==> src/rtl/ptw_mem_arbiter.sv <==
// ptw_mem_arbiter
// Shares one Wishbone classic read master between the instruction-side and
// data-side Sv32 MMU page-table walkers. Requests are granted round-robin.
// Each grant becomes exactly one bus read, and the PTE goes back to the MMU
// that asked for it. A bus error or a bus that never answers comes back as an
// all-zero PTE (V=0). The walker then takes a page fault instead of stalling.

module ptw_mem_arbiter #(
    parameter int unsigned TIMEOUT_CYCLES = 255
) (
    input  logic        clk,
    input  logic        rst,

    input  logic        ptw0_req_i,
    input  logic [31:0] ptw0_addr_i,
    output logic [31:0] ptw0_data_o,
    output logic        ptw0_ack_o,

    input  logic        ptw1_req_i,
    input  logic [31:0] ptw1_addr_i,
    output logic [31:0] ptw1_data_o,
    output logic        ptw1_ack_o,

    output logic        wb_cyc_o,
    output logic        wb_stb_o,
    output logic        wb_we_o,
    output logic [3:0]  wb_sel_o,
    output logic [31:0] wb_adr_o,
    output logic [31:0] wb_dat_o,
    input  logic [31:0] wb_dat_i,
    input  logic        wb_ack_i,
    input  logic        wb_err_i,

    output logic        busy_o,
    output logic        err_o
);

    typedef enum logic [1:0] {
        IDLE = 2'd0,
        BUS  = 2'd1,
        RESP = 2'd2
    } state_t;

    // The last BUS cycle before giving up is TIMEOUT_CYCLES-1.
    // When TIMEOUT_CYCLES is zero, the timeout is switched off entirely.
    localparam bit          TO_ENABLE = (TIMEOUT_CYCLES != 0);
    localparam logic [15:0] TO_LAST   = TO_ENABLE ? 16'(TIMEOUT_CYCLES - 1) : 16'd0;

    state_t      r_state;
    logic        r_lastGrant;
    logic        r_grant;
    logic [31:0] r_addr;
    logic [31:0] r_data;
    logic        r_err;
    logic [15:0] r_count;

    logic        w_anyReq;
    logic        w_pick1;
    logic [31:0] w_selAddr;
    logic        w_timeout;

    // If only port 1 is requesting, port 1 wins.
    // If both ports request, port 1 wins only when port 0 had the last grant.
    assign w_anyReq  = ptw0_req_i | ptw1_req_i;
    assign w_pick1   = ptw1_req_i & (~ptw0_req_i | ~r_lastGrant);
    assign w_selAddr = w_pick1 ? ptw1_addr_i : ptw0_addr_i;
    assign w_timeout = TO_ENABLE && (r_count == TO_LAST);

    // Walk IDLE -> BUS -> RESP, latching the grant, the address and the response.
    always_ff @(posedge clk or posedge rst) begin
        if (rst) begin
            r_state     <= IDLE;
            r_lastGrant <= 1'b1;
            r_grant     <= 1'b0;
            r_addr      <= 32'd0;
            r_data      <= 32'd0;
            r_err       <= 1'b0;
            r_count     <= 16'd0;
        end else begin
            case (r_state)
                IDLE: begin
                    if (w_anyReq) begin
                        r_grant <= w_pick1;
                        r_addr  <= w_selAddr & 32'hFFFF_FFFC;
                        r_count <= 16'd0;
                        r_state <= BUS;
                    end
                end
                BUS: begin
                    if (wb_err_i) begin
                        r_data  <= 32'd0;
                        r_err   <= 1'b1;
                        r_state <= RESP;
                    end else if (wb_ack_i) begin
                        r_data  <= wb_dat_i;
                        r_err   <= 1'b0;
                        r_state <= RESP;
                    end else begin
                        r_count <= r_count + 16'd1;
                        if (w_timeout) begin
                            r_data  <= 32'd0;
                            r_err   <= 1'b1;
                            r_state <= RESP;
                        end
                    end
                end
                RESP: begin
                    r_lastGrant <= r_grant;
                    r_state     <= IDLE;
                end
                default: begin
                    r_state <= IDLE;
                end
            endcase
        end
    end

    // The bus strobes and response strobes are decoded purely from the
    // registered state. Because of that, the asynchronous reset removes them
    // at once, without waiting for a clock edge.
    assign wb_cyc_o    = (r_state == BUS);
    assign wb_stb_o    = (r_state == BUS);
    assign wb_we_o     = 1'b0;
    assign wb_sel_o    = 4'b1111;
    assign wb_adr_o    = r_addr;
    assign wb_dat_o    = 32'd0;

    assign ptw0_data_o = r_data;
    assign ptw1_data_o = r_data;
    assign ptw0_ack_o  = (r_state == RESP) & ~r_grant;
    assign ptw1_ack_o  = (r_state == RESP) &  r_grant;

    assign busy_o      = (r_state != IDLE);
    assign err_o       = (r_state == RESP) & r_err;

endmodule
==> config.mk <==
export PLATFORM = sky130hd
export DESIGN_NAME = ptw_mem_arbiter
export DESIGN_NICKNAME = d
export VERILOG_FILES = /design/src/rtl/ptw_mem_arbiter.sv
export SDC_FILE = /design/constraint.sdc
export NUM_CORES = 1
export LEC_CHECK = 0
export CORE_UTILIZATION = 35
export CTS_CLUSTER_DIAMETER = 40
export CTS_CLUSTER_SIZE = 25
export DETAILED_ROUTE_END_ITERATION = 16
export GPL_TIMING_DRIVEN = 0
export HOLD_SLACK_MARGIN = 0.05
export PLACE_DENSITY = 0.85
export SLEW_MARGIN = 20
export SYNTH_ARGS = -nofsm -noshare
export SYNTH_HDL_FRONTEND = slang
export SYNTH_SLANG_ARGS = --single-unit
export TNS_END_PERCENT = 1
==> constraint.sdc <==
create_clock -name clk -period 2.5 [get_ports clk]
set_input_delay 0.25 -clock clk [delete_from_list [all_inputs] [get_ports clk]]
set_output_delay 0.25 -clock clk [all_outputs]
set_load 0.01 [all_outputs]
# == Yosys cells after proc, flatten, opt, wreduce, memory -nomap -nowiden ==
# Cells that the tools add are included.
# word_totals
ff_bits,83
inputBits,102
output_inout_bits,139
# op_classes
addsub,1
n_eq_ne,7
n_mux,16
bitwise_logic,9
reduce_logical,8
# ops
op,n
32-bit 2-to-1 mux,4
16-bit 2-to-1 mux,3
16-bit one-hot mux with 2 select lines,1
16-bit by 1-bit adder with 16-bit output (second input constant),1
16-bit by 8-bit equality test with 1-bit output (second input constant),1
2-bit 2-to-1 mux,4
2-bit != test (second input constant),3
2-bit AND reduction,3
1-bit bitwise AND,4
4-bit by 1-bit != test with 1-bit output (second input constant),1
2-bit one-hot mux with 2 select lines,1
4-bit AND reduction,1
2-bit nonzero test,2
1-bit 2-to-1 mux,3
1-bit NOT,3
3-bit nonzero test,1
2-bit by 1-bit equality test with 1-bit output (second input constant),1
2-bit equality test (second input constant),1
2-bit zero test,1
1-bit bitwise OR,2

# == Depth between registers and ports, before layout ==
# depth
ltp_word,5
mapped_depth,7
mapped_depth_nobuf,6

# == Least setup slack after synthesis ==
# OpenSTA, ideal clock, no wires.
# synth_path
path_type,flip-flop to flip-flop
startpoint,register r_count[11]
endpoint,"register r_data[0], in the netlist ptw0_data_o[0]"
t_arrival_ps,1762
path_slack_ps,617
stages_incl_launch_ff,6
n_path_buf,1
period_less_slack_ps,1883
path_cell_list,dfrtp_1 > or4b_1 > nor4_1 > o31ai_1 > buf_2 > a22o_1
# synth_between
elab_chain_cells,3
# synth_rtl
element,line_no,rtl
"start, declared",55,logic [15:0] r_count;
"start signal, assigned",99,r_count <= r_count + 16'd1;
16-bit by 8-bit equality test with 1-bit output,67,assign w_timeout = TO_ENABLE && (r_count == TO_LAST);
3-bit nonzero test (no line),n/a,
2-bit AND reduction (no line),n/a,
"end signal, assigned",95,r_data <= wb_dat_i;
"end, declared",53,logic [31:0] r_data;
# Every way passes these cells.
# A chain may end at the register's enable or synchronous reset.

# == Final worst setup path ==
# layout_path
startpoint,register r_count[11]
endpoint,"register r_data[2], in the netlist ptw0_data_o[2]"
# Same word-level chain as after synthesis.

==> impl_metrics.toml <==
[setup_path]
worst_setup_path_start_kind = "flop"
cp-end-kind = "flop"
startpoint_to_endpoint_class_of_the_critical_path = "flop to flop"
timing.reg2reg.worst_path_depth = 5
r2r-end = "ptw0_data_o[2]"
worst-r2r-setup-slack_ns = 0.20
cp.required_ns = 2.72
reg2reg_launch_point = "r_count[11]"
crit_path_max_fanout = 10
cp.arrival_ns = 2.51

[sta]
grt_setup_unrepaired = "false"
final_worst_path_period_share = 0.919
timing_hold_violations_final = 0
postLayoutSetupSlackWorst_ns = 0.203
final_critical_delay_including_setup_and_external_delays_ns = 2.30
finalHoldWorstSlack_ns = 0.288
tightestPinTransition_ns = 0.921
maximum_frequency_from_static_timing_analysis_mhz = 435
totalNegativeSetupSlack_ns = 0
final.setup_skew_ns = 0.0108
final-max-slew-violation-count = 0
timing.slew.headroom = 0.385
timing.final.setup_violations = 0

[clocking]
cts.repair_timing.setup_buffer_count = 0
cts_repair_resize_count = 0
tritoncts_clock_tree = "built"
clock_tree.root_cell = "sky130_fd_sc_hd__clkbuf_16"
clk-insertion-delay-late_ns = 0.33
cts_hold_buf = 0
cts-buffers-inserted = 9
clock_buffer_depth = 2
clkSlewWorstSetupHoldPaths_ns = 0.07
numClockSinks = 83
clock_tree.htree_level_count = 3

[layout]
final_cell_area_um2 = 6770
post-route-util = 0.591
stdcell_count = 789
fraction_of_layout_instances_using_a_drive_strength_above_1 = 0.156
num_antenna_cells = 0
nets = 745
fillers = 964
area_delta_synth_final_pct = 63.5

[placed_design]
place.port_buffers = 197
place_congestion = 0.813
dp_worst_setup_slack_ns = 0.129
dp.final_hpwl_um = 9050
dpl_cell_area_um2 = 6460
numPlacedInstances = 773

[yosys]
ys_seq_area_frac = 0.502
synth-main-ff-cell = "sky130_fd_sc_hd__dfrtp_1"
mappedNetlistArea_um2 = 4140
avgSynthCellArea_um2 = 10.5
synth.top_cells.by_count = "sky130_fd_sc_hd__dfrtp_1 (82), sky130_fd_sc_hd__buf_4 (72), sky130_fd_sc_hd__nand2_1 (39)"
post-synth-top-area-cell = "sky130_fd_sc_hd__dfrtp_1"
synthDominantCellAreaShare = 0.495
synth.area.top_cells = "sky130_fd_sc_hd__dfrtp_1 (50%), sky130_fd_sc_hd__buf_4 (13%), sky130_fd_sc_hd__mux2i_1 (7.2%)"
ffs_latches_synth = 83
synth_cells = 395
yosys.cell_count.top_type = "sky130_fd_sc_hd__dfrtp_1"
yosys.cell_types.count = 37
synth.yosys.warnings = 0
async_flop_share = 1.00
synth_enable_flop_cells = 0

[floorplan]
pin_count = 241
die_height_um = 111
placeableCoreArea_um2 = 11500
die-area_um2 = 12300
die_w_um = 111
floorplan.initialDensity = 0.361
std_cell_rows = 39

[job]
cap_viol_max_count = 0

[global_route]
grt_first_pass_wirelength_um = 19200
number_of_global_route_vias_before_repair = 3876
antenna_found_initial = 0
pin_count_of_the_biggest_net_entering_global_routing = 50
globalRouteOverflowTotal = 0
grt_usage = 0.193

[route]
routed_wirelength_normalized_by_instance_count_um = 14.8
drc = 0
detailedRoute.firstIterationViolations = 318
routed_wl_um = 11700
detail_route.vias_per_cell = 4.76
drtAntennaViolNets = 0
routed-via-count = 3755
detail_route.first_pass.iterations = 4

[min_path]
worstHoldPathType = "primary input to async pin"

[outcome]
status = "finished, final reports clean"

[pwr]
cellPowerDensity_nw_per_um2 = 1100
vdd.ir_drop.worst_mv = 0.627
power_switching_share = 0.341
power.combinational.fraction = 0.509
leakagePower_nw = 3.07
seqPwrFrac = 0.308
netSwitchingPower_mw = 2.54
totalPowerFinal_mw = 7.46
design_internal_power_mw = 4.92
power_frac_clock = 0.183
==> how the worst max path moves through the flow <==
stage	startpoint	end	slack, ns
final	r_count[11]	ptw0_data_o[2]	0.20
after global routing	r_count[0]	ptw0_data_o[2]	0.09
after CTS	r_count[0]	ptw0_data_o[26]	0.02
after detailed placement	r_count[0]	ptw0_data_o[21]	0.13
after global placement	rst	wb_adr_o[5]	-1.11
after floorplan	rst	ptw0_data_o[0]	0.11
==> cells by family (layout without fill, tap and decap cells) <==
kind of cell / after synthesis / in the layout / synth area share
other: 2 / 39 / 0.00181
flip-flops: 83 / 83 / 0.502
AND/OR/NAND/NOR: 81 / 81 / 0.100
multiplexers: 31 / 31 / 0.0752
buffers and inverters: 101 / 315 / 0.159
XOR/XNOR: 3 / 3 / 0.00634
adder cells (fa/ha/maj): 2 / 2 / 0.00604
AO/OA/AOI/OAI: 92 / 92 / 0.150
==> power by group through the flow <==
stage	clock, mW	combinational (mW)	sequential, mW
finish	1.37	3.79	2.30
global route	1.45	4.07	2.38
CTS	1.40	3.83	2.31
detailed placement	0	3.81	2.32
global placement	0	3.70	2.29
floorplan	0	1.52	2.47
==> critical path, cell delays in order (launching register included) <==
cell                      delay, ns
sky130_fd_sc_hd__dfrtp_1       0.43
sky130_fd_sc_hd__or4b_1        0.56
sky130_fd_sc_hd__nor4_1        0.51
sky130_fd_sc_hd__o31ai_2       0.23
sky130_fd_sc_hd__buf_2         0.24
sky130_fd_sc_hd__a22o_1        0.21
==> final cells by class <==
type / instances / area, µm² / area share
Clock buffer: 9 / 225 / 0.0333
Tap cell: 143 / 179 / 0.0264
Sequential cell: 83 / 2080 / 0.307
Inverter: 8 / 32.5 / 0.00480
Buffer: 93 / 631 / 0.0931
Clock inverter: 7 / 78.8 / 0.0116
Timing Repair Buffer: 198 / 2000 / 0.295
Multi-Input combinational cell: 248 / 1550 / 0.229
==> sequential cells by signal, summed over array words and instances, names as in the netlist <==
signal and count:
r_err 1, wb_adr_o 30, r_state 2, r_lastGrant 1, r_count 16, r_grant 1
ptw0_data_o 32
==> placed cells by master, fill, tap and decap left out, types with 2 or more instances in the layout <==
master,instances
sky130_fd_sc_hd__inv_6,5
sky130_fd_sc_hd__a21oi_1,11
sky130_fd_sc_hd__buf_2,3
sky130_fd_sc_hd__clkdlybuf4s50_1,197
sky130_fd_sc_hd__nor2_1,5
sky130_fd_sc_hd__buf_4,72
sky130_fd_sc_hd__or2_2,3
sky130_fd_sc_hd__or3_1,3
sky130_fd_sc_hd__or4_1,7
sky130_fd_sc_hd__nand4_1,2
sky130_fd_sc_hd__and2_1,3
sky130_fd_sc_hd__nand2b_1,2
sky130_fd_sc_hd__inv_1,7
sky130_fd_sc_hd__clkbuf_16,9
sky130_fd_sc_hd__xnor2_1,3
sky130_fd_sc_hd__or4b_1,3
sky130_fd_sc_hd__nor2b_1,2
sky130_fd_sc_hd__nor3_1,2
sky130_fd_sc_hd__ha_1,2
sky130_fd_sc_hd__nand2_1,39
sky130_fd_sc_hd__o21ai_0,35
sky130_fd_sc_hd__dfrtp_1,82
sky130_fd_sc_hd__o31ai_1,8
sky130_fd_sc_hd__nand3_1,5
sky130_fd_sc_hd__conb_1,39
sky130_fd_sc_hd__mux2i_1,30
sky130_fd_sc_hd__a21boi_1,2
sky130_fd_sc_hd__clkbuf_1,16
sky130_fd_sc_hd__a22o_1,33
==> per-layer routing <==
layer / GRT usage / vias up / wire length (µm)
li1: - / 1774 / -
met5: 0 / - / 0
met3: 0.0498 / 18 / 879
met1: 0.224 / 1794 / 4580
met4: 0.0676 / 0 / 182
met2: 0.343 / 169 / 6050
(Power assumes the default switching activity.)
==> edit (config.mk and constraints unchanged) <==
Set the parameter `TIMEOUT_CYCLES` to 128 (it was 255).
--- a/src/rtl/ptw_mem_arbiter.sv
+++ b/src/rtl/ptw_mem_arbiter.sv
@@ -6,7 +6,7 @@
 // all-zero PTE (V=0). The walker then takes a page fault instead of stalling.
 
 module ptw_mem_arbiter #(
-    parameter int unsigned TIMEOUT_CYCLES = 255
+    parameter int unsigned TIMEOUT_CYCLES = 128
 ) (
     input  logic        clk,
     input  logic        rst,
Function: no difference found for any inputs over 10 cycles, from zero or initial values and one cycle with rst high; that may be too few to reach the edited logic, so the function may still have changed.
==> edit against the unedited design <==
  * Routed wire length is 5.2% higher
  * Power is 4.7% lower
  * Design area is 4.3% higher
  * Largest power group unchanged
  * Final cell count is 12% higher
  * Setup slack worse by 4.7 ps
  * Largest cell class unchanged
  * Synthesized area is 7.5% higher
  * Clock skew is 4.5 ps lower
  * Sequential cell count stayed put
==> edit: results (changes against the unedited design) <==
----------------------------------------------------
[Finish]
  Count of inverters not on the clock network in the layout ... 5 (-3)
  Number of non-clock buffers in the layout ... 294 (+1.0%)
  Proportion of layout cells with a drive suffix above 1 ... 0.148 (-0.00830)
  Clock buf/inv share ... 0.0372 (-0.00770)
  Number of standard cells in the layout, taps in and fillers out ... 884 (+12%)
  Area growth from synthesis to layout ... 58.6%

[GRT]
  Met3 Track Usage GR ... 0.0590 (+0.00929)
  Global-route wire length before repair ... 19600 µm (+2.2%)
  Pin count of the biggest net entering global routing ... 46 (-8.0%)

[Setup path]
  Arrival time of the worst setup path ... 2050 ps (-460 ps)
  Dominant delay contributor by cell family on the critical path ... buffers and inverters
  Maximum fanout along the worst path ... 8 (-2)

[Power and ir drop]
  Power density of the placed cells ... 1010 nW/µm² (-8.6%)
  Worst ir drop on vdd ... 0.000477 V (-24%)
  Part of the total power dissipated in the clock network ... 0.169 (-0.014)

[Detailed routing]
  Total length of routed met2 wires ... 6220 µm (+2.9%)
  Final wirelength ... 12300 µm (+5.2%)
  DR WL met3 ... 1070 µm (+22%)
  Routed metal-1 wire length ... 4870 µm (+6.4%)

[Timing]
  Worst hold slack across all endpoints ... 304 ps (+15.7 ps)
  Tightest Pin Transition ... 507 ps (-414 ps)

[Place]
  Number of cells after detailed placement ... 869 (+12%)

[Synthesis]
  Syn Std Cell Area ... 4450 µm² (+7.5%)
  Fraction of the mapped netlist area in adder cells ... 0.00281 (-0.00323)
  Share of the synthesized area in compound gates (AO/OA/AOI/OAI) ... 0.165 (+0.0152)

[Run status]
  Outcome ... complete, no violations

----------------------------------------------------
==> edit: changes by cell type in the layout (fill, tap and decap cells not counted), moves of 5 or more <==
cell | unedited run | this run
sky130_fd_sc_hd__nor2_1 | 5 | 11
sky130_fd_sc_hd__nand4_1 | 2 | 7
sky130_fd_sc_hd__a22oi_1 | 0 | 32
sky130_fd_sc_hd__a22o_1 | 33 | 1
sky130_fd_sc_hd__o21ai_1 | 0 | 36
sky130_fd_sc_hd__nand2_1 | 39 | 70
sky130_fd_sc_hd__inv_6 | 5 | 0
==> edit: worst paths after layout <==
check / start / cells past startpoint / to
worst max-delay path: r_state[1] / 4 / wb_stb_o
worst min-delay path: rst / 2 / wb_adr_o[23]
worst max register to register: r_count[12] / 6 / ptw0_data_o[27]
worst min register to register: wb_adr_o[2] / 2 / wb_adr_o[2]
max in group asynchronous: rst / 3 / ptw0_data_o[3]
min in group clk: wb_adr_o[2] / 2 / wb_adr_o[2]
